--- src/rtl/mem_arbiter_if.sv ---
// Bus bundle between the core's fetch/load-store ports, the arbiter and the
// memory macro. The arbiter takes the slave view; the core/memory side
// (or a testbench standing in for both) takes the master view.
interface mem_arbiter_if #(
  parameter int XLEN = 32
);
  // Instruction-fetch port
  logic            if_req;
  logic [XLEN-1:0] if_addr;
  logic            if_gnt;
  logic            if_rvalid;
  logic [XLEN-1:0] if_rdata;

  // Load/store port
  logic            d_req;
  logic            d_we;
  logic [3:0]      d_be;
  logic [XLEN-1:0] d_addr;
  logic [XLEN-1:0] d_wdata;
  logic            d_gnt;
  logic            d_rvalid;
  logic [XLEN-1:0] d_rdata;

  // Memory macro port
  logic            mem_req;
  logic            mem_we;
  logic [3:0]      mem_be;
  logic [XLEN-1:0] mem_addr;
  logic [XLEN-1:0] mem_wdata;
  logic [XLEN-1:0] mem_rdata;

  modport slave (
    input  if_req, if_addr,
    output if_gnt, if_rvalid, if_rdata,
    input  d_req, d_we, d_be, d_addr, d_wdata,
    output d_gnt, d_rvalid, d_rdata,
    output mem_req, mem_we, mem_be, mem_addr, mem_wdata,
    input  mem_rdata
  );

  modport master (
    output if_req, if_addr,
    input  if_gnt, if_rvalid, if_rdata,
    output d_req, d_we, d_be, d_addr, d_wdata,
    input  d_gnt, d_rvalid, d_rdata,
    input  mem_req, mem_we, mem_be, mem_addr, mem_wdata,
    output mem_rdata
  );
endinterface

--- src/rtl/mem_arbiter.sv ---
// mem_arbiter: shares one unified memory between instruction fetch and
// load/store. One grant per cycle, combinational in the request cycle;
// a latency-matched tag pipeline steers each response back to its issuer,
// and a data-streak counter bounds how long loads/stores can starve fetch.
module mem_arbiter #(
  parameter int XLEN        = 32,
  parameter int MEM_LAT     = 1,   // 1..7
  parameter int MAX_DSTREAK = 4    // 1..15
) (
  input  logic         clk,
  input  logic         reset,
  mem_arbiter_if.slave bus
);

  localparam logic [3:0] max_ds = 4'(MAX_DSTREAK);

  typedef enum logic {
    OWNER_FETCH = 1'b0,
    OWNER_DATA  = 1'b1
  } owner_e;

  typedef struct packed {
    logic   valid;
    owner_e owner;
  } tag_t;

  logic            if_gnt;
  logic            d_gnt;
  logic            mem_req;
  logic [3:0]      dstreak_q;
  logic [3:0]      dstreak_d;
  tag_t            tag_q [MEM_LAT];
  tag_t            tag_d;
  tag_t            tag_tail;

  logic            mem_we_d;
  logic [3:0]      mem_be_d;
  logic [XLEN-1:0] mem_addr_d;
  logic [XLEN-1:0] mem_wdata_d;

  // Pick at most one winner this cycle; data wins ties until its streak cap.
  always_comb begin
    // NOTE: every output of a combinational block gets a default first so no
    // path leaves it unassigned, which would infer a latch.
    if_gnt = 1'b0;
    d_gnt  = 1'b0;
    if (!reset) begin
      if (bus.d_req && (!bus.if_req || (dstreak_q < max_ds))) begin
        d_gnt = 1'b1;
      end else if (bus.if_req) begin
        if_gnt = 1'b1;
      end
    end
  end

  assign mem_req = if_gnt | d_gnt;

  // Count consecutive data grants taken while fetch was waiting.
  always_comb begin
    dstreak_d = 4'd0;
    if (d_gnt && bus.if_req) begin
      dstreak_d = (dstreak_q == max_ds) ? max_ds : dstreak_q + 4'd1;
    end
  end

  // Streak counter register.
  always_ff @(posedge clk) begin
    // NOTE: sequential state uses non-blocking assignments so every register
    // samples its pre-edge inputs regardless of statement order.
    if (reset) begin
      dstreak_q <= 4'd0;
    end else begin
      dstreak_q <= dstreak_d;
    end
  end

  // Steer the winning requester's payload onto the memory port.
  always_comb begin
    mem_we_d    = 1'b0;
    mem_be_d    = 4'b0000;
    mem_addr_d  = '0;
    mem_wdata_d = '0;
    if (if_gnt) begin
      mem_be_d   = 4'b1111;
      mem_addr_d = bus.if_addr;
    end else if (d_gnt) begin
      mem_we_d    = bus.d_we;
      mem_be_d    = bus.d_be;
      mem_addr_d  = bus.d_addr;
      mem_wdata_d = bus.d_wdata;
    end
  end

  assign tag_d = '{valid: mem_req, owner: d_gnt ? OWNER_DATA : OWNER_FETCH};

  // Tag pipeline: stage 0 records this cycle's grant, later stages shift so
  // the tail lines up with the memory read data.
  always_ff @(posedge clk) begin
    if (reset) begin
      // NOTE: this small tag array is reset because its valid bits directly
      // create rvalid; the bulk data path needs no reset since it is only
      // qualified by these valids.
      for (int i = 0; i < MEM_LAT; i++) begin
        tag_q[i] <= '{valid: 1'b0, owner: OWNER_FETCH};
      end
    end else begin
      tag_q[0] <= tag_d;
      for (int i = 1; i < MEM_LAT; i++) begin
        tag_q[i] <= tag_q[i-1];
      end
    end
  end

  assign tag_tail = tag_q[MEM_LAT-1];

  assign bus.if_gnt    = if_gnt;
  assign bus.d_gnt     = d_gnt;
  assign bus.mem_req   = mem_req;
  assign bus.mem_we    = mem_we_d;
  assign bus.mem_be    = mem_be_d;
  assign bus.mem_addr  = mem_addr_d;
  assign bus.mem_wdata = mem_wdata_d;

  assign bus.if_rvalid = tag_tail.valid && (tag_tail.owner == OWNER_FETCH);
  assign bus.d_rvalid  = tag_tail.valid && (tag_tail.owner == OWNER_DATA);
  assign bus.if_rdata  = bus.mem_rdata;
  assign bus.d_rdata   = bus.mem_rdata;

endmodule

--- src/flat_wrapper.sv ---
// flat-port wrapper written by rule: the top's interface ports become plain ports
module mem_arbiter_flat 
#(
  parameter int XLEN        = 32,
  parameter int MEM_LAT     = 1,          
  parameter int MAX_DSTREAK = 4            
)
  (clk, reset, bus_if_req, bus_if_addr, bus_if_gnt, bus_if_rvalid, bus_if_rdata, bus_d_req, bus_d_we, bus_d_be, bus_d_addr, bus_d_wdata, bus_d_gnt, bus_d_rvalid, bus_d_rdata, bus_mem_req, bus_mem_we, bus_mem_be, bus_mem_addr, bus_mem_wdata, bus_mem_rdata);
  mem_arbiter_if #(.XLEN(XLEN)) bus_i ();
  input  logic clk;
  input  logic reset;
  input wire logic [$bits(bus_i.if_req)-1:0] bus_if_req;
  input wire logic [$bits(bus_i.if_addr)-1:0] bus_if_addr;
  output wire logic [$bits(bus_i.if_gnt)-1:0] bus_if_gnt;
  output wire logic [$bits(bus_i.if_rvalid)-1:0] bus_if_rvalid;
  output wire logic [$bits(bus_i.if_rdata)-1:0] bus_if_rdata;
  input wire logic [$bits(bus_i.d_req)-1:0] bus_d_req;
  input wire logic [$bits(bus_i.d_we)-1:0] bus_d_we;
  input wire logic [$bits(bus_i.d_be)-1:0] bus_d_be;
  input wire logic [$bits(bus_i.d_addr)-1:0] bus_d_addr;
  input wire logic [$bits(bus_i.d_wdata)-1:0] bus_d_wdata;
  output wire logic [$bits(bus_i.d_gnt)-1:0] bus_d_gnt;
  output wire logic [$bits(bus_i.d_rvalid)-1:0] bus_d_rvalid;
  output wire logic [$bits(bus_i.d_rdata)-1:0] bus_d_rdata;
  output wire logic [$bits(bus_i.mem_req)-1:0] bus_mem_req;
  output wire logic [$bits(bus_i.mem_we)-1:0] bus_mem_we;
  output wire logic [$bits(bus_i.mem_be)-1:0] bus_mem_be;
  output wire logic [$bits(bus_i.mem_addr)-1:0] bus_mem_addr;
  output wire logic [$bits(bus_i.mem_wdata)-1:0] bus_mem_wdata;
  input wire logic [$bits(bus_i.mem_rdata)-1:0] bus_mem_rdata;
  assign bus_i.if_req = bus_if_req;
  assign bus_i.if_addr = bus_if_addr;
  assign bus_if_gnt = bus_i.if_gnt;
  assign bus_if_rvalid = bus_i.if_rvalid;
  assign bus_if_rdata = bus_i.if_rdata;
  assign bus_i.d_req = bus_d_req;
  assign bus_i.d_we = bus_d_we;
  assign bus_i.d_be = bus_d_be;
  assign bus_i.d_addr = bus_d_addr;
  assign bus_i.d_wdata = bus_d_wdata;
  assign bus_d_gnt = bus_i.d_gnt;
  assign bus_d_rvalid = bus_i.d_rvalid;
  assign bus_d_rdata = bus_i.d_rdata;
  assign bus_mem_req = bus_i.mem_req;
  assign bus_mem_we = bus_i.mem_we;
  assign bus_mem_be = bus_i.mem_be;
  assign bus_mem_addr = bus_i.mem_addr;
  assign bus_mem_wdata = bus_i.mem_wdata;
  assign bus_i.mem_rdata = bus_mem_rdata;
  mem_arbiter #(.XLEN(XLEN), .MEM_LAT(MEM_LAT), .MAX_DSTREAK(MAX_DSTREAK)) u_core (.clk(clk), .reset(reset), .bus(bus_i));
endmodule
--- config.mk ---
export PLATFORM = sky130hd
export DESIGN_NAME = mem_arbiter_flat
export DESIGN_NICKNAME = d
export VERILOG_FILES = /design/src/rtl/mem_arbiter_if.sv /design/src/rtl/mem_arbiter.sv /design/src/flat_wrapper.sv
export SDC_FILE = /design/constraint.sdc
export NUM_CORES = 1
export LEC_CHECK = 0
export ABC_AREA = 1
export CORE_AREA = 2 2 106 108
export DETAILED_ROUTE_END_ITERATION = 7
export DIE_AREA = 0 0 108 110
export HOLD_SLACK_MARGIN = 0.05
export PLACE_DENSITY = 0.68
export SYNTH_ARGS = -nofsm -noshare
export SYNTH_HDL_FRONTEND = slang
export SYNTH_SLANG_ARGS = --single-unit
--- constraint.sdc ---
create_clock -name clk -period 3.1 [get_ports clk]
set_input_delay 0.31 -clock clk [delete_from_list [all_inputs] [get_ports clk]]
set_output_delay 0.31 -clock clk [all_outputs]
set_load 0.02 [all_outputs]
==> results.json <==
{
  "first_pass_iters": 6,
  "clock_sinks": 6,
  "gp_congestion": 0.714,
  "diodes": 0,
  "most-common-layout-cells": "clkdlybuf4s50_1, inv_1, nand2_1, nor2_1, nand4_1",
  "wl_per_cell_um": 12.5,
  "ys_seq_area_share_pct": 7.19,
  "area_delta_synth_final_pct": 86.6,
  "gr-total-overflow": 0,
  "ys_types": 18,
  "grt_use_total_pct": 10.2,
  "period_minus_slack_ps": 2660,
  "synthXorXnorAreaFrac_pct": 0.524,
  "dp.final_hpwl_mm": 5.46,
  "hold_class": "reg2reg",
  "crit_fanout": 26,
  "postCtsSetupBuffers": 0,
  "peakVddDrop_uv": 71.9,
  "max_cap_violations": 0,
  "startpoint_type": "input pin",
  "boundaryPins": 275,
  "cts-buffers-inserted": 3,
  "clock_skew_ps": 0.903,
  "die_x_um": 108,
  "p_leak_uw": 0.00143,
  "status": "completed",
  "synthMuxAreaShare_pct": 0,
  "synth_area_leaders": "buf_4, nand4_1, nand3_1, inv_1, nand2_1",
  "tritoncts": "done",
  "final_common_cell": "clkdlybuf4s50_1",
  "antenna_found_initial": 0,
  "synth-adder-area-share_pct": 1.50,
  "ant_nets": 0,
  "clockBufferDepth": 2,
  "row_count": 38,
  "cts.clk_slew.worst_paths_ps": 40,
  "vias": 2165,
  "viasPerCell": 4.06,
  "wl_mm": 6.67,
  "remaining_drc_errors": 0,
  "dp_cells": 530,
  "syn_nets": 429,
  "yosysTopAreaCell": "buf_4",
  "holdBufCountCts": 0,
  "io_buffers": 178,
  "place_area_mm2": 0.00308,
  "first_iter_violations": 133,
  "final_cells": 533,
  "fp.dieH_um": 110,
  "grt_pass1_vias": 2067,
  "required_ps": 2790,
  "crit_type": "in2out",
  "htree_num_levels": 1,
  "layout.nets": 534,
  "synth-simple-area-share_pct": 43.4,
  "die_area_mm2": 0.0119,
  "grt_max_degree": 38,
  "fmax_mhz": 377,
  "clock_latency_ps": 220,
  "cp-end-kind": "output pin",
  "syn_avg_cell_area_um2": 5.76,
  "cts_root_buffer": "clkbuf_8",
  "cts-resized-gates": 0,
  "setup_viol": 0,
  "drive_gt1_share_pct": 3.56,
  "start_util_pct": 15.6,
  "synth_compound_area_share_pct": 0.974,
  "yosys_warnings": 0,
  "tns_ps": 0,
  "ys_seq_elements": 6,
  "syn_area_mm2": 0.00167,
  "period_share_pct": 85.7,
  "final_hold_viol_count": 0,
  "syn_inst": 290,
  "drv_slew": 0,
  "design_area_mm2": 0.00312,
  "core_mm2": 0.0107,
  "p_per_area_mw_per_mm2": 194,
  "finalPower_uw": 605,
  "synth_top_family_by_area": "buffers and inverters",
  "grt_first_pass_wirelength_mm": 9.78,
  "worstPathArrival_ps": 2350,
  "rsz0062_at_grt": "false",
  "fillers": 1148,
  "synth_top_area_share_pct": 30.1
}
[kinds of logic after synthesis]
family,Yosys count
and+or+nand+nor,152
buffers and inverters,127
DFF,6
adders and majority gates,2
AOI/OAI and AO/OA,1
xor gates and xnor gates,1
other,1
[area by class of cell]
type                    instances  area (um2)  share of cell area, %
repair buffers                184        1840                   59.0
multi-input cells             157         779                   25.0
well taps                     140         175                   5.62
inverters                      43         161                   5.18
flip-flops and latches          6         120                   3.85
clock buffers                   3        41.3                   1.32
[worst max-delay path: stages]
cell and delay (ps):
clkdlybuf4s50_1 570, o21ai_4 160, nand2_2 160, buf_4 300, nand3_1 110, nand2_1 110
clkdlybuf4s50_1 610
[registers in the layout (all words and copies together), names as in the netlist]
register          count
u_core.tag_q          2
u_core.dstreak_q      4
[final timing paths]
check,cells after the start,from,endpoint,slack (ps)
setup / recovery,7,bus_if_req,bus_mem_addr[21],440
hold / removal,1,u_core.dstreak_q[0]$_SDFF_PP0_,u_core.dstreak_q[0]$_SDFF_PP0_,460
setup reg to reg,4,u_core.dstreak_q[3]$_SDFF_PP0_,u_core.tag_q[0][1]$_SDFF_PP0_,1710
hold reg to reg,1,u_core.dstreak_q[0]$_SDFF_PP0_,u_core.dstreak_q[0]$_SDFF_PP0_,460
[Yosys cell counts]
cell and n:
inv_2 1, xor2_1 1, inv_1 42, dfxtp_1 6
conb_1 1, nor2_4 1, buf_1 3, nand2_2 1
buf_2 10, nand3_1 33, nand4_1 36, ha_1 2
buf_4 67, nor2_1 39, nand2_1 41, nand3_4 1
buf_6 4, o21ai_4 1
[where the power goes]
part | total, uW | switching, uW | leakage (uW) | internal, uW
registers | 82.8 | 1.93 | 0.0000494 | 80.9
clock network | 114 | 31.2 | 0.0000216 | 83.2
logic | 408 | 180 | 0.00135 | 228
total | 605 | 213 | 0.00143 | 392
[routing by layer]
metal  track usage (%)  vias to the layer above  routed length [um]
met2              18.6                      135                3340
li1                  -                     1058                   -
met3              2.82                       43                 723
met4              6.41                        0                 342
met1              10.1                      929                2260
met5                 0                        -                   0
[metrics by stage]
| stage | setup WS, ps | util [%] | hold WS [ps] |
|---|---|---|---|
| CTS | 376 | 29.1 | 472 |
| global placement | 425 | 28.7 | 428 |
| floorplan | 1670 | - | 417 |
| finish | 444 | 29.1 | 461 |
| global route | 272 | 29.1 | 479 |
| detailed placement | 380 | 28.7 | 467 |
Note: power is estimated with default switching activity, not from simulation.
==> RTL edit (config.mk and constraints unchanged) <==
`MEM_LAT` is set to 1 in 2 places; all go to 2.
--- a/src/rtl/mem_arbiter.sv
+++ b/src/rtl/mem_arbiter.sv
@@ -6,3 +6,3 @@
   parameter int XLEN        = 32,
-  parameter int MEM_LAT     = 1,   // 1..7
+  parameter int MEM_LAT     = 2,   // 1..7
   parameter int MAX_DSTREAK = 4    // 1..15
--- a/src/flat_wrapper.sv
+++ b/src/flat_wrapper.sv
@@ -4,3 +4,3 @@
   parameter int XLEN        = 32,
-  parameter int MEM_LAT     = 1,          
+  parameter int MEM_LAT     = 2,          
   parameter int MAX_DSTREAK = 4            
Formal check against the unedited RTL: not equivalent (Yosys sat finds a counterexample within 4 cycles, from zero or initial values).
==> RTL edit against the unedited design <==
Sequential cell count rose by 2; wire length increased by 6.1%; worst setup slack got worse by 0.16 ns; power grew 6.1%; synthesized cell count grew 2.1%; clock power increased by 5%; area after synthesis increased by 9.4%; design area rose by 1.7%; largest cell class unchanged; utilization rose by 0.49 points.
==> RTL edit: results (changes against the unedited design) <==
The DRC violation total after the first TritonRoute iteration is 135 (was 133). The number of port buffers was 178 (unchanged). The number of clock buffers inserted by TritonCTS came to 3 (unchanged). The worst-case register-to-register setup slack was 1.56 ns (was 1.71 ns). The synthesized net count is 435 (was 429). The smallest hold slack was 0.406 ns (was 0.461 ns).

The first-pass iteration count of the detailed router is 4 (was 6). The highest net fanout along the worst path is 38 (was 26). The total half-perimeter wirelength after legalization and detailed placement is 5690 µm (was 5460 µm). The aggregate global-route resource usage is 10.4% (was 10.2%). The global-route wire length before repair came out at 9980 µm (was 9780 µm).

The mean routed wirelength per cell came out at 13.1 µm (was 12.5 µm). The switching power of the nets came out at 222 µW (was 213 µW). The post-layout net count is 539 (was 534).

The clock skew after layout was 0.00149 ns (was 0.000903 ns). The data arrival time of the worst path is 2.51 ns (was 2.35 ns). The maximum number of pins on one net before global-route repair is 39 (was 38). The post-synthesis cell type count was 16 (was 18). The endpoint of the worst hold path is u_core.tag_q[0][3]$_SDFF_PP0_ (was u_core.dstreak_q[0]$_SDFF_PP0_). The count of cells along the worst hold path was 2 (was 1). The number of antenna violations at the first check in global routing is 0 (unchanged). Cell types with the largest area share after synthesis: sky130_fd_sc_hd__buf_4, sky130_fd_sc_hd__nand4_1, sky130_fd_sc_hd__clkbuf_8 (was sky130_fd_sc_hd__buf_4, sky130_fd_sc_hd__nand4_1, sky130_fd_sc_hd__nand3_1). The average via count per standard cell was 4.15 (was 4.06). The predominant post-synthesis flop cell is sky130_fd_sc_hd__dfxtp_1 (unchanged). The routability congestion estimate came out at 0.685 (was 0.714).

The share of final-layout standard cells stronger than drive strength 1 came out at 3.27% (was 3.56%). The critical hold path startpoint is u_core.tag_q[0][1]$_SDFF_PP0_ (was u_core.dstreak_q[0]$_SDFF_PP0_). The fill cell instance count of the final layout came out at 1150 (was 1148).

The share of Yosys cell area claimed by the top area cell type is 27.9% (was 30.1%). The register area share after synthesis is 8.77% (was 7.19%). Synth top cells by count: sky130_fd_sc_hd__buf_4, sky130_fd_sc_hd__inv_1, sky130_fd_sc_hd__nand2_1, sky130_fd_sc_hd__nor2_1, sky130_fd_sc_hd__nand4_1 (unchanged). The number of global-route vias before repair is 2181 (was 2067). Largest regs: u_core.dstreak_q: 4 flops, u_core.tag_q: 4 flops (was u_core.dstreak_q: 4 flops, u_core.tag_q: 2 flops). Result of the run: complete, no violations (unchanged). The leakage power figure came out at 0.00145 µW (was 0.00143 µW).

The peak supply drop was 140 µV (was 71.9 µV).
## RTL edit: cell count changes in the layout (fill, tap and decap cells not counted), sizes merged
cell,unedited run,this run
clkdlybuf4s50,178,177
dfxtp,6,8
inv,43,45
nor2,40,42
## RTL edit: cells by family (layout without fill, tap and decap cells)
| kind of cell | after synthesis | count (layout) | share of synthesized area (%) |
|---|---|---|---|
| AO/OA/AOI/OAI | 1 | 1 | 0.891 |
| flip-flops | 8 | 8 | 8.77 |
| AND/OR/NAND/NOR | 154 | 154 | 40.0 |
| other | 1 | 1 | 0.205 |
| XOR/XNOR | 1 | 1 | 0.480 |
| adder cells (fa/ha/maj) | 2 | 2 | 1.37 |
| buffers and inverters | 129 | 231 | 48.3 |
## RTL edit: cell type report
cell class              instances  area share (%)
repair buffers                183            58.0
clock buffers                   3            1.30
flip-flops and latches          8            5.05
inverters                      45            5.33
well taps                     140            5.53
multi-input cells             159            24.8
## RTL edit: how the worst max path moves through the flow
stage / cells after the start / to / slack, ns / from
after detailed placement: 6 / bus_mem_we / 0.25 / bus_if_req
after global placement: 6 / bus_mem_wdata[17] / 0.29 / bus_if_req
after floorplan: 4 / bus_mem_wdata[25] / 1.69 / u_core.dstreak_q[3]$_SDFF_PP0_
final: 6 / bus_mem_wdata[6] / 0.28 / bus_if_req
after global routing: 6 / bus_mem_wdata[11] / 0.09 / bus_if_req
after CTS: 6 / bus_mem_we / 0.26 / bus_if_req
## RTL edit: power by group through the flow
stage               registers [µW]  logic, µW  clock network (µW)
floorplan                      111        296                   0
global placement               112        408                   0
detailed placement             112        412                   0
CTS                            110        414                 127
global route                   110        440                 135
finish                         110        411                 120
## RTL edit: through the flow
stage	utilization (%)	std cells	total power, µW	area (µm²)	setup WS [ns]
2_1_floorplan	-	296	407	1830	1.69
3_3_place_gp	29.2	535	520	3130	0.295
3_5_place_dp	29.2	535	523	3130	0.252
4_1_cts	29.6	538	650	3170	0.257
5_1_grt	29.6	538	686	3170	0.0936
6_report	29.6	538	641	3170	0.280
## RTL edit: worst max-delay path, delay by kind of cell
| family | cells | cell delay [ns] |
|---|---|---|
| AO/OA/AOI/OAI | 1 | 0.08 |
| AND/OR/NAND/NOR | 2 | 0.62 |
| buffers and inverters | 3 | 1.48 |
## RTL edit: layer usage
layer / part of all wire, % / vias up / track usage (%)
met5: 0 / - / 0
met4: 1.3 / 0 / 2.38
met3: 12 / 12 / 2.76
met2: 54 / 167 / 22.2
met1: 33 / 981 / 9.70
li1: - / 1073 / -
